==> config.mk <==
export PLATFORM = sky130hd
export DESIGN_NAME = sha2_stream_padder_flat
export DESIGN_NICKNAME = d
export VERILOG_FILES = /design/src/rtl/sha2_stream_padder_if.sv /design/src/rtl/sha2_stream_padder.sv /design/src/flat_wrapper.sv
export SDC_FILE = /design/constraint.sdc
export NUM_CORES = 2
export LEC_CHECK = 0
export CAP_MARGIN = 10
export CORE_ASPECT_RATIO = 1.4
export CORE_MARGIN = 5
export CORE_UTILIZATION = 40
export CTS_CLUSTER_SIZE = 25
export DETAILED_ROUTE_END_ITERATION = 8
export PLACE_DENSITY = 0.69
export SYNTH_ARGS = -nofsm -noshare
export SYNTH_HDL_FRONTEND = slang
export SYNTH_SLANG_ARGS = --single-unit
==> constraint.sdc <==
create_clock -name i_clk -period 35.3 [get_ports i_clk]
set_input_delay 7.06 -clock i_clk [delete_from_list [all_inputs] [get_ports i_clk]]
set_output_delay 7.06 -clock i_clk [all_outputs]
set_load 0.01 [all_outputs]
==> src/rtl/sha2_stream_padder_if.sv <==
// Handshake bundle for the SHA-2 stream padder.
// Word input on one side, padded block output on the other.
interface sha2_stream_padder_if #(
  parameter int WORD_W  = 32,
  parameter int BLOCK_W = 512,
  parameter int NB_W    = $clog2(WORD_W) + 1
) ();
  logic               i_valid;
  logic               o_ready;
  logic [WORD_W-1:0]  i_data;
  logic               i_last;
  logic [NB_W-1:0]    i_last_nbits;
  logic               o_block_valid;
  logic               i_block_ready;
  logic [BLOCK_W-1:0] o_block;
  logic               o_block_last;
  logic               o_busy;

  modport master (
    output i_valid, i_data, i_last, i_last_nbits,
    output i_block_ready,
    input  o_ready, o_block_valid, o_block,
    input  o_block_last, o_busy
  );

  modport slave (
    input  i_valid, i_data, i_last, i_last_nbits,
    input  i_block_ready,
    output o_ready, o_block_valid, o_block,
    output o_block_last, o_busy
  );
endinterface

==> src/rtl/sha2_stream_padder.sv <==
// Streaming SHA-2 padder: packs words, counts bits,
// appends the 1 marker and length, sequences pad blocks.
module sha2_stream_padder #(
  parameter int WORD_W  = 32,
  parameter int BLOCK_W = 512,
  parameter int LEN_W   = BLOCK_W / 8,
  parameter int NB_W    = $clog2(WORD_W) + 1
) (
  input logic i_clk,
  input logic i_rst,
  sha2_stream_padder_if.slave bus
);
  localparam int NWORDS = BLOCK_W / WORD_W;
  localparam int WC_W   = (NWORDS > 1) ? $clog2(NWORDS) : 1;
  localparam int V_W    = $clog2(BLOCK_W) + 2;
  localparam int VX_W   = V_W + 1;
  localparam logic [WC_W-1:0] WC_MAX = WC_W'(NWORDS - 1);

  typedef enum logic [1:0] {
    FILL,
    EMIT,
    EMIT_PAD2
  } state_t;

  state_t             state;
  logic [WC_W-1:0]    wcnt;
  logic [LEN_W-1:0]   len;
  logic [BLOCK_W-1:0] buffer;
  logic               pad2_pend;
  logic               pad2_msb;

  logic               accept;
  logic [NB_W-1:0]    nbits;
  logic [WORD_W-1:0]  mask;
  logic [V_W-1:0]     woff;
  logic [V_W-1:0]     v;
  logic [LEN_W-1:0]   len_next;
  logic [BLOCK_W-1:0] placed;
  logic [BLOCK_W-1:0] marker;
  logic [BLOCK_W-1:0] blk;
  logic               fits;

  assign accept = bus.i_valid && bus.o_ready;
  assign nbits  = bus.i_last_nbits;
  assign woff   = V_W'(wcnt) * V_W'(WORD_W);
  assign v      = woff + V_W'(nbits);

  // Keep only the MSB-aligned valid bits of a final word
  always_comb begin
    mask = '1;
    if (bus.i_last) begin
      mask = ~({WORD_W{1'b1}} >> nbits);
    end
  end

  // Candidate block content and length after this word
  always_comb begin
    placed = {bus.i_data & mask, {(BLOCK_W-WORD_W){1'b0}}} >> woff;
    marker = '0;
    if (bus.i_last && (v < V_W'(BLOCK_W))) begin
      marker = {1'b1, {(BLOCK_W-1){1'b0}}} >> v;
    end
    blk      = buffer | placed | marker;
    len_next = len + (bus.i_last ? LEN_W'(nbits)
                                 : LEN_W'(WORD_W));
    fits     = ({1'b0, v} + VX_W'(LEN_W + 1))
               <= VX_W'(BLOCK_W);
  end

  // Padder FSM with registered handshake outputs
  always_ff @(posedge i_clk or posedge i_rst) begin
    if (i_rst) begin
      state             <= FILL;
      wcnt              <= '0;
      len               <= '0;
      buffer            <= '0;
      pad2_pend         <= 1'b0;
      pad2_msb          <= 1'b0;
      bus.o_ready       <= 1'b0;
      bus.o_block_valid <= 1'b0;
      bus.o_block       <= '0;
      bus.o_block_last  <= 1'b0;
      bus.o_busy        <= 1'b0;
    end else begin
      unique case (state)
        FILL: begin
          bus.o_ready <= 1'b1;
          if (accept) begin
            bus.o_busy <= 1'b1;
            len        <= len_next;
            if (bus.i_last) begin
              wcnt              <= '0;
              buffer            <= '0;
              bus.o_ready       <= 1'b0;
              bus.o_block_valid <= 1'b1;
              state             <= EMIT;
              if (fits) begin
                bus.o_block      <= blk | BLOCK_W'(len_next);
                bus.o_block_last <= 1'b1;
                pad2_pend        <= 1'b0;
              end else begin
                bus.o_block      <= blk;
                bus.o_block_last <= 1'b0;
                pad2_pend        <= 1'b1;
                pad2_msb         <= (v == V_W'(BLOCK_W));
              end
            end else if (wcnt == WC_MAX) begin
              wcnt              <= '0;
              buffer            <= '0;
              bus.o_block       <= blk;
              bus.o_block_last  <= 1'b0;
              pad2_pend         <= 1'b0;
              bus.o_ready       <= 1'b0;
              bus.o_block_valid <= 1'b1;
              state             <= EMIT;
            end else begin
              wcnt   <= wcnt + 1'b1;
              buffer <= blk;
            end
          end
        end
        EMIT: begin
          if (bus.i_block_ready) begin
            if (pad2_pend) begin
              bus.o_block      <= {pad2_msb, {(BLOCK_W-1){1'b0}}}
                                  | BLOCK_W'(len);
              bus.o_block_last <= 1'b1;
              pad2_pend        <= 1'b0;
              state            <= EMIT_PAD2;
            end else begin
              bus.o_block_valid <= 1'b0;
              bus.o_ready       <= 1'b1;
              state             <= FILL;
              if (bus.o_block_last) begin
                len              <= '0;
                bus.o_busy       <= 1'b0;
                bus.o_block_last <= 1'b0;
              end
            end
          end
        end
        EMIT_PAD2: begin
          if (bus.i_block_ready) begin
            bus.o_block_valid <= 1'b0;
            bus.o_block_last  <= 1'b0;
            bus.o_ready       <= 1'b1;
            bus.o_busy        <= 1'b0;
            len               <= '0;
            state             <= FILL;
          end
        end
        default: begin
          state <= FILL;
        end
      endcase
    end
  end
endmodule

==> src/flat_wrapper.sv <==
// flat-port wrapper written by rule: the top's interface ports become plain ports
module sha2_stream_padder_flat 
#(
  parameter int WORD_W  = 32,
  parameter int BLOCK_W = 512,
  parameter int LEN_W   = BLOCK_W / 8,
  parameter int NB_W    = $clog2(WORD_W) + 1
)
  (i_clk, i_rst, bus_i_valid, bus_i_data, bus_i_last, bus_i_last_nbits, bus_i_block_ready, bus_o_ready, bus_o_block_valid, bus_o_block, bus_o_block_last, bus_o_busy);
  sha2_stream_padder_if #(.WORD_W(WORD_W), .BLOCK_W(BLOCK_W), .NB_W(NB_W)) bus_i ();
  input logic i_clk;
  input logic i_rst;
  input wire logic [$bits(bus_i.i_valid)-1:0] bus_i_valid;
  input wire logic [$bits(bus_i.i_data)-1:0] bus_i_data;
  input wire logic [$bits(bus_i.i_last)-1:0] bus_i_last;
  input wire logic [$bits(bus_i.i_last_nbits)-1:0] bus_i_last_nbits;
  input wire logic [$bits(bus_i.i_block_ready)-1:0] bus_i_block_ready;
  output wire logic [$bits(bus_i.o_ready)-1:0] bus_o_ready;
  output wire logic [$bits(bus_i.o_block_valid)-1:0] bus_o_block_valid;
  output wire logic [$bits(bus_i.o_block)-1:0] bus_o_block;
  output wire logic [$bits(bus_i.o_block_last)-1:0] bus_o_block_last;
  output wire logic [$bits(bus_i.o_busy)-1:0] bus_o_busy;
  assign bus_i.i_valid = bus_i_valid;
  assign bus_i.i_data = bus_i_data;
  assign bus_i.i_last = bus_i_last;
  assign bus_i.i_last_nbits = bus_i_last_nbits;
  assign bus_i.i_block_ready = bus_i_block_ready;
  assign bus_o_ready = bus_i.o_ready;
  assign bus_o_block_valid = bus_i.o_block_valid;
  assign bus_o_block = bus_i.o_block;
  assign bus_o_block_last = bus_i.o_block_last;
  assign bus_o_busy = bus_i.o_busy;
  sha2_stream_padder #(.WORD_W(WORD_W), .BLOCK_W(BLOCK_W), .LEN_W(LEN_W), .NB_W(NB_W)) u_core (.i_clk(i_clk), .i_rst(i_rst), .bus(bus_i));
endmodule
# Yosys cells after proc, flatten, opt, wreduce, memory -nomap -nowiden
# Index checks and enable logic that the tools add are counted.
[totals]
output_inout_bits = 516
wordCells = 109
register_bits = 1100
in_bits = 43
[classes]
eq_ne = 11
magnitude_cmp = 2
bitwise_logic = 7
n_shift = 3
n_mux = 57
reduce_logical = 14
n_addsub = 4
[op_table]
columns = ["op", "n"]
rows = [
  ["$mux 512", 9],
  ["$or 512x512->512", 2],
  ["$or 512x64->512", 2],
  ["$pmux 512 s2", 1],
  ["$shr 512x11->512 const A", 1],
  ["$shr 512x9->512", 1],
  ["$mux 64", 5],
  ["$pmux 64 s3", 1],
  ["$add 64x64->64", 1],
  ["$and 32x32->32", 1],
  ["$mux 32", 1],
  ["$not 32->32", 1],
  ["$shr 32x6->32 const A", 1],
  ["$mux 1", 25],
  ["$reduce_and 4->1", 4],
  ["$add 11x7->12 const B", 1],
  ["$le 12x10->1 const B", 1],
  ["$mux 2", 6],
  ["$pmux 1 s3", 4],
  ["$reduce_and 6->1", 2],
  ["$eq 11x10->1 const B", 1],
  ["$lt 11x10->1 const B", 1],
  ["$add 9x6->10", 1],
  ["$reduce_and 5->1", 2],
  ["other kinds (17)", 23],
]

# Logic depth before layout (Yosys ltp)
[depth]
ltp_word = 12
ltp_mapped = 13

# Worst setup path after synthesis
# No wires, ideal clock.
[synth_timing]
path_type = "input -> register"
start = "input bus_i_last"
end = "register u_core.bus.o_block[42]"
t_arrival_ns = 9.737
setup_slack_ns = 25.437
required_ns = 35.174
setup_ns = 0.126
path_stages = 13
cell_sequence = "buf_2 > clkbuf_1 > and2_1 > ha_1 > fa_1 > a21o_1 > a221oi_1 > clkbuf_1 > nor3_1 > buf_2 > nand3_1 > mux2i_1 > a221o_1"
[synth_via]
elab_chain_len = 10
[synth_lines]
columns = ["element", "line", "source"]
rows = [
  ["start, declared", "flat_wrapper.sv:15", "input wire logic [$bits(bus_i.i_last)-1:0] bus_i_last;"],
  ["$mux 32", "sha2_stream_padder.sv:51", "if (bus.i_last) begin"],
  ["$and 32x32->32", "sha2_stream_padder.sv:58", "placed = {bus.i_data & mask, {(BLOCK_W-WORD_W){1'b0}}} >> woff;"],
  ["$shr 512x9->512", "sha2_stream_padder.sv:58", ""],
  ["$or 512x512->512 (2 in series)", "sha2_stream_padder.sv:63", "blk = buffer | placed | marker;"],
  ["$or 512x64->512", "sha2_stream_padder.sv:98", "bus.o_block <= blk | BLOCK_W'(len_next);"],
  ["$mux 512", "sha2_stream_padder.sv:97", "if (fits) begin"],
  ["$mux 512", "sha2_stream_padder.sv:91", "if (bus.i_last) begin"],
  ["$mux 512", "sha2_stream_padder.sv:88", "if (accept) begin"],
  ["$pmux 512 s2", "sha2_stream_padder.sv:85", "unique case (state)"],
  ["end signal, assigned", "sha2_stream_padder.sv:98", ""],
  ["end signal, assigned", "sha2_stream_padder.sv:102", "bus.o_block <= blk;"],
  ["end signal, assigned", "sha2_stream_padder.sv:110", "bus.o_block <= blk;"],
  ["end, declared", "sha2_stream_padder_if.sv:29", "output o_ready, o_block_valid, o_block,"],
]
# Several ways; a longest one is shown, not always the timed one. The select of a mux whose other input is x is not followed.
# A chain may end at the register's enable or synchronous reset.

# Final worst setup path
[layout_timing]
start = "input bus_i_last"
end = "register u_core.bus.o_block[63]"
# Same word-level chain as after synthesis.

==> results.py <==
metrics = {
    "logic_synthesis": {
        "synthDistinctLibCells": 81,
        "synth-edff-count": 0,
        "synth_ff_type": "dfrtp_1",
        "synth-seq-cells": 1100,
        "syn_nets": 4382,
        "async_flop_share_pct": 100.0,
        "synth_cells": 4323,
        "synth_warnings": 0,
        "ys_seq_area_share_pct": 55.65,
        "synth.avg_cell_area_um2": 11.44,
        "synth_area_um2": 49460,
    },
    "route": {
        "wl_per_cell_um": 37.14,
        "ant_nets": 0,
        "drt_first_pass_iters": 9,
        "drc_errors": 0,
        "routed_wl_mm": 236.9,
        "via_per_inst": 7.072,
        "num_vias": 45096,
        "drtIter0Drc": 7354,
    },
    "worst_setup_path": {
        "crit_buf_inv": 3,
        "required_ps": 36000,
        "worstSetupEndpointType": "flip-flop",
        "r2r_slack_ps": 30280,
        "path_class": "in -> reg",
        "r2r_end": "u_core.bus.o_block[291]$_DFFE_PP0P_",
        "worstPathMaxFanout": 17,
        "crit_path_top_delay_cell": "nor2b_1",
        "cp-start-kind": "primary input",
        "reg2reg_from": "u_core.state[1]$_DFFE_PP0P_",
        "cpMostUsedCell": "or4_4",
        "crit_family": "simple AND/OR/NAND/NOR gates",
        "max_stage_delay_ps": 670,
        "cp_cell_sequence": "clkdlybuf4s50_1, buf_4, nor2b_1, clkinv_1, ha_1, o211ai_1, or4_4, or2_0, or4_4, xor2_1, o311ai_2",
        "reg2reg_depth": 9,
        "worstPathArrival_ps": 11960,
        "worst-path-stages": 11,
    },
    "clock_tree": {
        "htreeDepth": 3,
        "cts_hold_buf": 0,
        "postCtsResizedCells": 0,
        "clock-sinks": 1100,
        "clkLatencyLatePin_ps": 800,
        "postCtsSetupBuffers": 0,
        "cts_root_buf": "clkbuf_16",
        "cts_buffer_depth": 3,
        "path_clk_slew_ps": 70,
        "cts_buffers": 108,
        "cts_tree": "done",
    },
    "sta": {
        "period_minus_slack_ps": 11260,
        "tightest_slew_ps": 1365,
        "final.setup_skew_ps": 52.58,
        "finalHoldViolCount": 0,
        "max-slew-margin-rel_pct": 8.886,
        "drv_slew": 0,
        "setup_violations": 0,
        "setup_tns_ps": 0,
        "finalCritPeriodShare_pct": 31.89,
        "fmax_ghz": 0.08883,
        "grt_setup_unrepaired": "false",
    },
    "final_layout": {
        "final_cells": 6377,
        "areaGrowthSynthToFinish_pct": 22.67,
        "drive_gt1_share_pct": 8.866,
        "final_core_util_pct": 49.47,
        "layout.nets": 4709,
    },
    "global_route": {
        "use_met2_pct": 49.40,
        "grt-busiest-layer": "met2",
        "grt_pass1_vias": 42554,
        "grt-ovfl-total": 0,
        "grt_pass1_wl_mm": 331.3,
        "grtUsageMet3_pct": 13.07,
        "grt_max_degree": 225,
        "met1_usage_pct": 43.75,
        "grt_usage_pct": 34.78,
        "antenna_found_initial": 28,
    },
    "place": {
        "gp_congestion": 0.9981,
        "dp_cells": 6154,
        "dp_hpwl_mm": 153.0,
        "io_buffers": 558,
    },
    "run_status": {
        "outcome": "finished, final reports clean",
    },
    "die": {
        "die_area_um2": 130900,
        "die_h_um": 426.1,
        "fp-row-count": 152,
        "core_area_um2": 122700,
        "fp.dieW_um": 307.2,
        "initial_utilization_pct": 40.32,
        "boundaryPins": 559,
    },
    "pwr": {
        "leakage_nw": 27.09,
        "internal-power_w": 0.002721,
        "clkPwrFrac_pct": 28.6,
        "ir_drop_mv": 0.09304,
        "swShare_pct": 39.32,
        "pwr-share-comb_pct": 35.5,
        "p_sw_w": 0.001764,
        "seqPwrFrac_pct": 35.9,
        "power_density_nw_per_um2": 73.91,
    },
    "hold_path": {
        "min-delay-start": "u_core.bus.o_block[274]$_DFFE_PP0P_",
        "whs_endpoint": "u_core.bus.o_block[274]$_DFFE_PP0P_",
        "hp-class": "reg -> reg",
        "hold_path_depth": 2,
    },
    "run": {
        "drv_cap": 0,
    },
}
how the worst max path moves through the flow:
stage | from | end | slack, ps
2_1_floorplan | i_rst | u_core.buffer[0]$_DFFE_PP0P_ | 13060
3_3_place_gp | bus_i_last | u_core.bus.o_block[63]$_DFFE_PP0P_ | 23480
3_5_place_dp | bus_i_last | u_core.bus.o_block[63]$_DFFE_PP0P_ | 23410
4_1_cts | bus_i_last | u_core.bus.o_block[63]$_DFFE_PP0P_ | 24210
5_1_grt | bus_i_last | u_core.bus.o_block[25]$_DFFE_PP0P_ | 23770
6_report | bus_i_last | u_core.bus.o_block[63]$_DFFE_PP0P_ | 24040
cells in the final DEF, fill, tap and decap left out, drive strengths merged, types with 11 or more instances in the layout:
master         count
a211oi            14
a21o              34
a21oi            124
a221o            432
a221oi            48
a22o             871
a31oi             17
and2              22
and3              59
and4              13
buf              149
bufinv            17
clkbuf           146
clkdlybuf4s50    558
clkinv            25
dfrtp           1100
diode             23
ha                15
inv               31
mux2i             15
nand2            228
nand3             34
nand4             32
nor2             210
nor3              52
nor4              11
o211ai            19
o21a              15
o21ai            202
o31ai             48
or3               12
xnor2             13
xor2              21
power groups by stage:
stage / clock [W] / sequential [W] / combinational, W
after floorplan: 0 / 0.00162 / 0.000764
after global placement: 0 / 0.00162 / 0.00152
after detailed placement: 0 / 0.00162 / 0.00154
after CTS: 0.00129 / 0.00160 / 0.00155
after global routing: 0.00134 / 0.00162 / 0.00164
final: 0.00128 / 0.00161 / 0.00159
area by class of cell:
type	instances	area, um^2
Antenna cell	23	57.56
Timing Repair Buffer	707	6807
Sequential cell	1100	27530
Multi-Input combinational cell	2704	20290
Fill cell	10885	61990
Clock inverter	51	823.3
Clock buffer	146	3037
Tap cell	1617	2023
Inverter	29	112.6
synth_stat cells (all sizes together) (10+ instances only):
library cell	number	area share, %
nor2	210	1.6
nor3	52	0.54
ha	15	0.38
o21ai	202	2.0
nor2b	10	0.13
a221oi	48	0.85
xor2	21	0.37
a21oi	124	1.3
dfrtp	1100	56
nand4	32	0.42
a22o	871	15
clkbuf	453	3.4
or2	10	0.13
a211oi	14	0.21
nand2	228	1.7
and4	13	0.23
nand3	34	0.34
and2	22	0.28
o31ai	48	0.73
mux2i	15	0.30
a31oi	17	0.22
a221o	432	8.7
o211ai	19	0.29
o21a	15	0.23
a22oi	10	0.15
a21o	34	0.52
buf	37	0.33
and3	59	0.75
nor4	11	0.14
inv	27	0.20
xnor2	13	0.23
or3	12	0.15
metal layers:
layer	wire length [um]	share of wire [%]	vias to the layer above
li1	-	-	17704
met1	84970	36	22983
met2	99700	42	3596
met3	31220	13	797
met4	20810	8.8	16
met5	161	0.068	-
logic make-up (layout without fill, tap and decap cells):
kind of cell	Yosys count	count (layout)	synth area share, %
AO/OA/AOI/OAI	1911	1911	32.04
XOR/XNOR	34	34	0.6020
adder cells (fa/ha/maj)	16	16	0.4199
buffers and inverters	519	933	3.989
flip-flops	1100	1100	55.65
multiplexers	16	16	0.3263
other	0	23	0
AND/OR/NAND/NOR	727	727	6.974
metrics by stage:
| stage | hold WS (ps) | area (um^2) | worst slack [ps] | power (W) |
|---|---|---|---|---|
| after floorplan | 450.1 | 49470 | 13060 | 0.002385 |
| after global placement | 463.1 | 56700 | 23480 | 0.003142 |
| after detailed placement | 469.8 | 56710 | 23410 | 0.003155 |
| after CTS | 484.8 | 60570 | 24210 | 0.004433 |
| after global routing | 506.6 | 60630 | 23770 | 0.004593 |
| final | 475.0 | 60680 | 24040 | 0.004485 |
registers in the layout, indices dropped and copies added, names as in the netlist:
name	cells
u_core.wcnt	4
u_core.state	2
u_core.len	64
u_core.buffer	512
u_core.pad2_pend	1
u_core.pad2_msb	1
u_core.bus.o_ready	1
u_core.bus.o_block	512
u_core.bus.o_block_valid	1
u_core.bus.o_block_last	1
u_core.bus.o_busy	1
worst reg2reg max path, cell delays in order (launching register included):
cell and delay (ps):
dfrtp_1 420, inv_1 150, ha_2 330, and3_2 210
buf_4 520, nand2_1 590, nor2_4 560, buf_12 590
buf_12 1100, a22o_1 460
No activity file was read; power rests on OpenSTA's default activity.
